[config.mk]
export PLATFORM = sky130hd
export DESIGN_NAME = cpu_run_ctrl
export DESIGN_NICKNAME = d
export VERILOG_FILES = /design/src/rtl/cpu_run_ctrl.sv
export SDC_FILE = /design/constraint.sdc
export NUM_CORES = 1
export LEC_CHECK = 0
export CAP_MARGIN = 20
export CORE_ASPECT_RATIO = 1.2
export CORE_MARGIN = 2
export CORE_UTILIZATION = 45
export CTS_CLUSTER_DIAMETER = 60
export CTS_CLUSTER_SIZE = 28
export DETAILED_ROUTE_END_ITERATION = 8
export PLACE_DENSITY = 0.8
export SLEW_MARGIN = 10
export SYNTH_ARGS = -nofsm -noshare
export SYNTH_HDL_FRONTEND = slang
export SYNTH_SLANG_ARGS = --single-unit
[constraint.sdc]
create_clock -name CLK -period 2.8 [get_ports CLK]
set_input_delay 0.42 -clock CLK [delete_from_list [all_inputs] [get_ports CLK]]
set_output_delay 0.42 -clock CLK [all_outputs]
set_load 0.005 [all_outputs]
[src/rtl/cpu_run_ctrl.sv]
// Program-load and run sequencer for the 16-bit cpu: streams words into imem with the cpu
// held in reset, then releases it and gates cpu_en until halt or the cycle limit.
`timescale 1ns/1ps
module cpu_run_ctrl #(
    parameter int DATA_WIDTH = 16,
    parameter int ADDR_WIDTH = 10,
    parameter int CYC_WIDTH  = 16
) (
    input  logic                  CLK,
    input  logic                  RST_N,
    input  logic                  load_start,
    input  logic [ADDR_WIDTH:0]   load_len,
    input  logic                  in_valid,
    output logic                  in_ready,
    input  logic [DATA_WIDTH-1:0] in_data,
    output logic                  imem_we,
    output logic [ADDR_WIDTH-1:0] imem_addr,
    output logic [DATA_WIDTH-1:0] imem_wdata,
    output logic                  cpu_rst_n,
    output logic                  cpu_en,
    input  logic                  cpu_halted,
    input  logic                  run_start,
    input  logic                  step_mode,
    input  logic                  step_req,
    input  logic [CYC_WIDTH-1:0]  cycle_limit,
    output logic                  busy,
    output logic                  done,
    output logic                  timeout,
    output logic [CYC_WIDTH-1:0]  cycle_count
);

    typedef enum logic [2:0] {
        S_IDLE,
        S_LOAD,
        S_CPURST,
        S_RUN,
        S_DONE
    } state_t;

    localparam logic [ADDR_WIDTH:0]  ONE_A = 1;
    localparam logic [CYC_WIDTH-1:0] ONE_C = 1;

    state_t                state_q, state_d;
    logic [ADDR_WIDTH:0]   idx_q, idx_d;
    logic [ADDR_WIDTH:0]   len_q, len_d;
    logic                  step_q, step_d;
    logic [CYC_WIDTH-1:0]  cnt_q, cnt_d;
    logic                  timeout_q, timeout_d;

    // The word index is one bit wider than the address so a full-memory load can be counted.
    assign imem_addr   = idx_q[ADDR_WIDTH-1:0];
    assign imem_wdata  = in_data;
    assign cycle_count = cnt_q;
    assign timeout     = timeout_q;

    always_comb begin
        state_d   = state_q;
        idx_d     = idx_q;
        len_d     = len_q;
        step_d    = step_q;
        cnt_d     = cnt_q;
        timeout_d = timeout_q;
        in_ready  = 1'b0;
        imem_we   = 1'b0;
        cpu_rst_n = 1'b0;
        cpu_en    = 1'b0;
        busy      = 1'b0;
        done      = 1'b0;
        case (state_q)
            S_IDLE, S_DONE: begin
                // After a run the cpu stays out of reset so its state can be inspected.
                cpu_rst_n = (state_q == S_DONE);
                done      = (state_q == S_DONE);
                if (load_start && (load_len != '0)) begin
                    state_d = S_LOAD;
                    idx_d   = '0;
                    len_d   = load_len;
                end else if (run_start) begin
                    state_d = S_CPURST;
                end
            end
            S_LOAD: begin
                busy     = 1'b1;
                in_ready = 1'b1;
                imem_we  = in_valid;
                if (in_valid) begin
                    if (idx_q == len_q - ONE_A) begin
                        state_d = S_IDLE;
                        idx_d   = '0;
                    end else begin
                        idx_d = idx_q + ONE_A;
                    end
                end
            end
            S_CPURST: begin
                busy      = 1'b1;
                cnt_d     = '0;
                timeout_d = 1'b0;
                step_d    = step_mode;
                state_d   = S_RUN;
            end
            S_RUN: begin
                busy      = 1'b1;
                cpu_rst_n = 1'b1;
                if (cpu_halted) begin
                    state_d   = S_DONE;
                    timeout_d = 1'b0;
                end else if ((cycle_limit != '0) && (cnt_q == cycle_limit)) begin
                    state_d   = S_DONE;
                    timeout_d = 1'b1;
                end else begin
                    cpu_en = step_q ? step_req : 1'b1;
                    if (cpu_en && (cnt_q != '1)) begin
                        cnt_d = cnt_q + ONE_C;
                    end
                end
            end
            default: begin
                state_d = S_IDLE;
            end
        endcase
    end

    always_ff @(posedge CLK) begin
        if (!RST_N) begin
            state_q   <= S_IDLE;
            idx_q     <= '0;
            len_q     <= '0;
            step_q    <= 1'b0;
            cnt_q     <= '0;
            timeout_q <= 1'b0;
        end else begin
            state_q   <= state_d;
            idx_q     <= idx_d;
            len_q     <= len_d;
            step_q    <= step_d;
            cnt_q     <= cnt_d;
            timeout_q <= timeout_d;
        end
    end

endmodule
Yosys cells after proc, flatten, opt, wreduce, memory -nomap -nowiden
Index checks and enable logic that the tools add are counted.
Storage, ports and cells
  bits of input ports: 51
  output and inout bits: 49
  bits in registers: 43
  word-level logic and storage cells: 66
Cells by class
  reductions and logical operators: 15
  multiplexer cells: 27
  eq/ne operators: 15
  $add $sub $neg: 3
Operators by type and width (count)
  16-bit 2-to-1 mux: 3
  11-bit 2-to-1 mux: 3
  16-bit one-hot mux with 2 select lines: 1
  11-bit one-hot mux with 2 select lines: 1
  3-bit 2-to-1 mux: 6
  16-bit by 1-bit adder with 16-bit output (second input constant): 1
  16-bit == test: 1
  16-bit inequality test (second input constant): 1
  16-bit nonzero test: 1
  2-bit inequality test (second input constant): 6
  3-bit one-hot mux with 4 select lines: 1
  11-bit by 1-bit adder with 11-bit output (second input constant): 1
  11-bit == test: 1
  11-bit nonzero test: 1
  11-bit by 1-bit subtractor with 11-bit output (second input constant): 1
  1-bit 2-to-1 mux: 10
  4-bit AND reduction: 2
  3-bit by 2-bit == test with 1-bit output (second input constant): 2
  3-bit inequality test (second input constant): 2
  1-bit one-hot mux with 2 select lines: 2
  2-bit AND reduction: 2
  2-bit nonzero test: 2
  3-bit by 1-bit == test with 1-bit output (second input constant): 1
  3-bit == test (second input constant): 1
  other kinds (5): 7

Depth between registers and ports, before layout
  depth after elaboration: 6
  mapped depth: 9
  mapped depth without buffers: 9

Worst setup path after synthesis
OpenSTA, ideal clock, no wires.
  path kind: register to register
  start point: register len_q[2]
  end point: register idx_q[2]
  arrival time: 2.139 ns
  cell stages (with the launch flop): 9
  data required time: 2.669 ns
  path buffers: 1
  library setup time: 0.131 ns
  clock period less this slack: 2.269 ns
  setup slack: 0.531 ns
  path through: dfxtp_1 buf_6 or3_1 or4_4 a2111oi_4 o2111ai_2 nand2_2 o21bai_4 a21oi_2
On the way
  longest elaborated chain between the ends: 5
Ends and longest elaborated chain
  from (decl): RTL line 45  | logic [ADDR_WIDTH:0] len_q, len_d;
  from (signal assigned): RTL line 135  | len_q <= len_d;
  11-bit by 1-bit subtractor with 11-bit output: RTL line 87  | if (idx_q == len_q - ONE_A) begin
  11-bit == test: RTL line 87
  11-bit 2-to-1 mux: RTL line 87
  11-bit 2-to-1 mux: RTL line 86  | if (in_valid) begin
  11-bit one-hot mux with 2 select lines: RTL line 69  | case (state_q)
  to (signal assigned): RTL line 134  | idx_q <= idx_d;
  to (decl): RTL line 44  | logic [ADDR_WIDTH:0] idx_q, idx_d;
Every way passes these cells. The select of a mux whose other input is x is not followed.
A chain may end at the register's enable or synchronous reset.

Worst setup path after layout
  start point: input port cycle_limit[13]
  end point: output port cpu_en
On the way
  longest elaborated chain between the ends: 5
  elaborated cells between the ends (all ways): 6
  those cells by class: eq/ne: 1; mux: 3; reduce/logical: 2
Ends and longest elaborated chain
  from (decl): RTL line 25  | input logic [CYC_WIDTH-1:0] cycle_limit,
  16-bit == test or 16-bit nonzero test (tied branches): RTL line 108  | end else if ((cycle_limit != '0) && (cnt_q == cycle_limit)) begin
  1-bit logical AND (*): RTL line 108
  1-bit 2-to-1 mux (*): RTL line 108
  1-bit 2-to-1 mux (*): RTL line 105  | if (cpu_halted) begin
  1-bit 2-to-1 mux (*): RTL line 69
  to (decl): RTL line 20  | output logic cpu_en,
Every way passes the cells marked *; elsewhere a longest branch is shown, timed or not.

==> results_tabular.tex <==
\begin{tabular}{lr}
\hline
Metric & Value \\
\hline
\multicolumn{2}{l}{\textbf{Clock tree}} \\
Number of buffers inserted during clock tree synthesis & 5 \\
CTS tree & done \\
Number of buffers inserted for hold repair after clock tree synthesis & 0 \\
Sink count of the clock tree & 43 \\
Post CTS Setup Buffer Count & 0 \\
CTS Root Cell & clkbuf\_8 \\
H-Tree Depth & 2 \\
Clock-pin transition on the worst setup and hold timing paths & 80 ps \\
Skew-Pair Late Insertion Delay & roughly 300 ps \\
Deepest clock path buffer count & 2 \\
\multicolumn{2}{l}{\textbf{Placement}} \\
Worst slack at placement & -61.3 ps \\
GPL Wtd Cong & around 0.8 \\
Number of buffers inserted by port buffering & 67 \\
Hpwl dp & about 5400 µm \\
Area after DPL & about 3400 µm² \\
\multicolumn{2}{l}{\textbf{STA}} \\
Clock Skews & just under 9 ps \\
Final hold slack & $\sim$500 ps \\
Fin worst setup slack & between 300 and 400 ps \\
Worst-margin pin slew & 484 ps \\
Setup TNS & 0 ps \\
Final min period & 2490 ps \\
Unrepaired setup endpoints after global routing & false \\
Post-route fraction of the period consumed by the critical path & 0.890 \\
Max-slew violations & 0 \\
Maximum clock frequency & $\sim$400 MHz \\
Worst max-slew margin expressed relative to the limit & 0.673 \\
Final hold violation count & 0 \\
Finish-stage setup viols & 0 \\
\multicolumn{2}{l}{\textbf{Worst hold path}} \\
Worst Hold Class & register to register \\
\multicolumn{2}{l}{\textbf{Synthesis}} \\
Yosys top cell by area & dfxtp\_1 \\
Post-synth EDFFs & 0 \\
Fraction of the yosys area taken by sequential cells & 0.304 \\
Mean area per synthesized cell & a little over 8 µm² \\
Number of storage elements in the synthesis netlist & 43 \\
Total number of yosys warnings & 0 \\
Number of instances in the synthesized netlist & between 300 and 400 \\
Count of different cell masters after synthesis & 52 \\
Top cells by area in the synthesized netlist & dfxtp\_1 30\%, xor2\_1 8.6\%, buf\_4 6.9\% \\
Top-area cell type share of the netlist area & 0.304 \\
Synthesized Nets & between 400 and 500 \\
Most repeated cell in the gate-level netlist after synthesis & dfxtp\_1 \\
Share of synthesized registers carrying an async set or reset & 0 \\
List of most frequent post-synthesis cells & 43 x dfxtp\_1, 32 x nor2\_1, 28 x xor2\_1 \\
Most common flop cell mapped by yosys & dfxtp\_1 \\
Synthesized cell area & approximately 2800 µm² \\
\multicolumn{2}{l}{\textbf{Global route}} \\
Number of antenna violations at the first check in global routing & 0 \\
Busiest metal layer after global routing & met2 \\
Number of global-route vias before repair & about 2,600 \\
Largest net degree at the start of global routing & 16 \\
Met3 demand-to-capacity share in global routing & 0.0467 \\
Global routing met1 resource utilization & 0.227 \\
Global Route Usage Sum & 0.205 \\
GR Util met2 & 0.383 \\
Overflow left after global routing & 0 \\
First-pass GRT wire length & roughly 12,000 µm \\
\multicolumn{2}{l}{\textbf{Final layout}} \\
Area used by multi-input combinational logic & around 1700 µm² \\
Final Util & 0.593 \\
Layout cell share with drive strength beyond 1 & 0.0877 \\
Fill cell total of the finished layout & approximately 590 \\
Antenna Cells & 0 \\
Final non-filler cell area & $\sim$3600 µm² \\
Area Overhead vs Synth & 26.5\% \\
Area occupied by registers & 861 µm² \\
Final Net Count & about 450 \\
\multicolumn{2}{l}{\textbf{Setup path}} \\
Kind of start point of the critical path & primary input \\
Setup slack, reg-to-reg & around 400 ps \\
Crit path DAT & slightly above 2000 ps \\
Delay-heaviest family, CP & simple AND/OR/NAND/NOR gates \\
Most numerous cell on the critical path & nor2\_1 \\
Largest fanout on the critical path & 3 \\
Required arrival time at the worst endpoint & 2380 ps \\
Crit. End Element & output pin \\
Chain of cells forming the critical path & clkdlybuf4s50\_1 > xor2\_1 > nor4\_2 > nand3\_2 > nor2\_1 > nor2\_1 > nand3\_1 > nor2b\_1 > dlymetal6s2s\_1 \\
Crit path buf inv count & 2 \\
Worst setup path class & primary input to output pin \\
Crit-path slowest cell & clkdlybuf4s50\_1 \\
Largest incremental delay on the critical path & approximately 460 ps \\
\multicolumn{2}{l}{\textbf{Die}} \\
I/O pin cnt & 100 \\
Die Wd & 76.5 µm \\
Die outline height & between 90 and 100 µm \\
Core box area & between 6000 and 7000 µm² \\
Row cnt & 31 \\
Effective utilization at floorplan & 0.469 \\
Total die area & 6950 µm² \\
\multicolumn{2}{l}{\textbf{Power}} \\
Worst voltage drop across the vdd grid & 0.000381 V \\
Static leakage power & 1.30 nW \\
Cell Pwr Density & between 400 and 500 nW/µm² \\
\multicolumn{2}{l}{\textbf{Detailed routing}} \\
Count of routing violations after the opening detailed-route iteration & around 80 \\
Number of search-and-repair iterations in the first detailed-routing pass & 4 \\
Number of vias per cell after detailed routing & roughly 5.6 \\
Antenna violation net count after detailed routing & 0 \\
Total via count after detailed routing & 2,713 \\
Post-Route WL & 7080 µm \\
Average detailed-routed wire length per instance & 14.7 µm \\
Number of remaining DRC errors & 0 \\
\multicolumn{2}{l}{\textbf{Run}} \\
Number of maximum-capacitance constraint violations & 0 \\
\multicolumn{2}{l}{\textbf{Run status}} \\
Outcome & completed \\
\hline
\end{tabular}
path summary, 6_finish.rpt:
path	endpoint	from	cells past startpoint
worst max register to register	idx_q[2]	len_q[3]	7
worst max-delay path	cpu_en	cycle_limit[13]	9
worst min-delay path	step_q	step_q	2
worst min register to register	step_q	step_q	2
state kept, by name, summed over array words and instances (netlist names):
signal / flops
step_q: 1
cycle_count: 16
len_q: 11
timeout: 1
state_q: 3
idx_q: 11
report_power, final:
group / total, mW / leakage, nW / internal, mW / switching (mW)
combinational: 0.329 / 0.891 / 0.168 / 0.161
clock: 0.511 / 0.0612 / 0.289 / 0.222
sequential: 0.668 / 0.349 / 0.631 / 0.0365
metal layers:
layer | vias to the layer above | share of wire
met1 | 1306 | 0.43
met5 | - | 0
met4 | 0 | 0.013
li1 | 1332 | -
met2 | 68 | 0.52
met3 | 7 | 0.039
worst min-delay path: stages, from the launching register on:
cell and delay (ps):
dfxtp_1 340, mux2i_1 70, nor2_1 70
stage by stage:
step	instances	total power, mW
finish	481	1.51
global route	481	1.57
CTS	481	1.51
detailed placement	473	1.01
global placement	473	0.999
floorplan	352	0.896
cells in the final DEF, fill, tap and decap left out, drive strengths merged, types with 4 or more instances in the layout:
master / n
a21o: 4
a21oi: 27
buf: 10
clkbuf: 6
clkdlybuf4s50: 65
dfxtp: 43
inv: 8
mux2i: 11
nand2: 25
nand3: 16
nand4: 9
nor2: 32
nor2b: 6
nor3: 11
nor4: 12
o21ai: 11
o31ai: 5
or3: 14
or4: 6
xnor2: 8
xor2: 28
repair_timing:
item,4_1_cts,5_1_grt
endpoints found under the setup margin,1,1
pin swaps,1,2
gates resized for setup,4,3
logic make-up after synthesis:
family                   count (synthesis)  share of synthesized area
AO/OA/AOI/OAI                           64                      0.157
multiplexers                            11                     0.0388
adder cells (fa/ha/maj)                  3                     0.0132
buffers and inverters                   47                     0.0997
flip-flops                              43                      0.304
XOR/XNOR                                36                      0.111
AND/OR/NAND/NOR                        148                      0.276
area by class of cell:
class | instances | share of cell area
flip-flops and latches | 43 | 0.240
repair buffers | 77 | 0.209
clock inverters | 2 | 0.00977
multi-input cells | 262 | 0.480
clock buffers | 6 | 0.0230
inverters | 9 | 0.00942
well taps | 82 | 0.0286
Power figures use the tool's default switching activity.
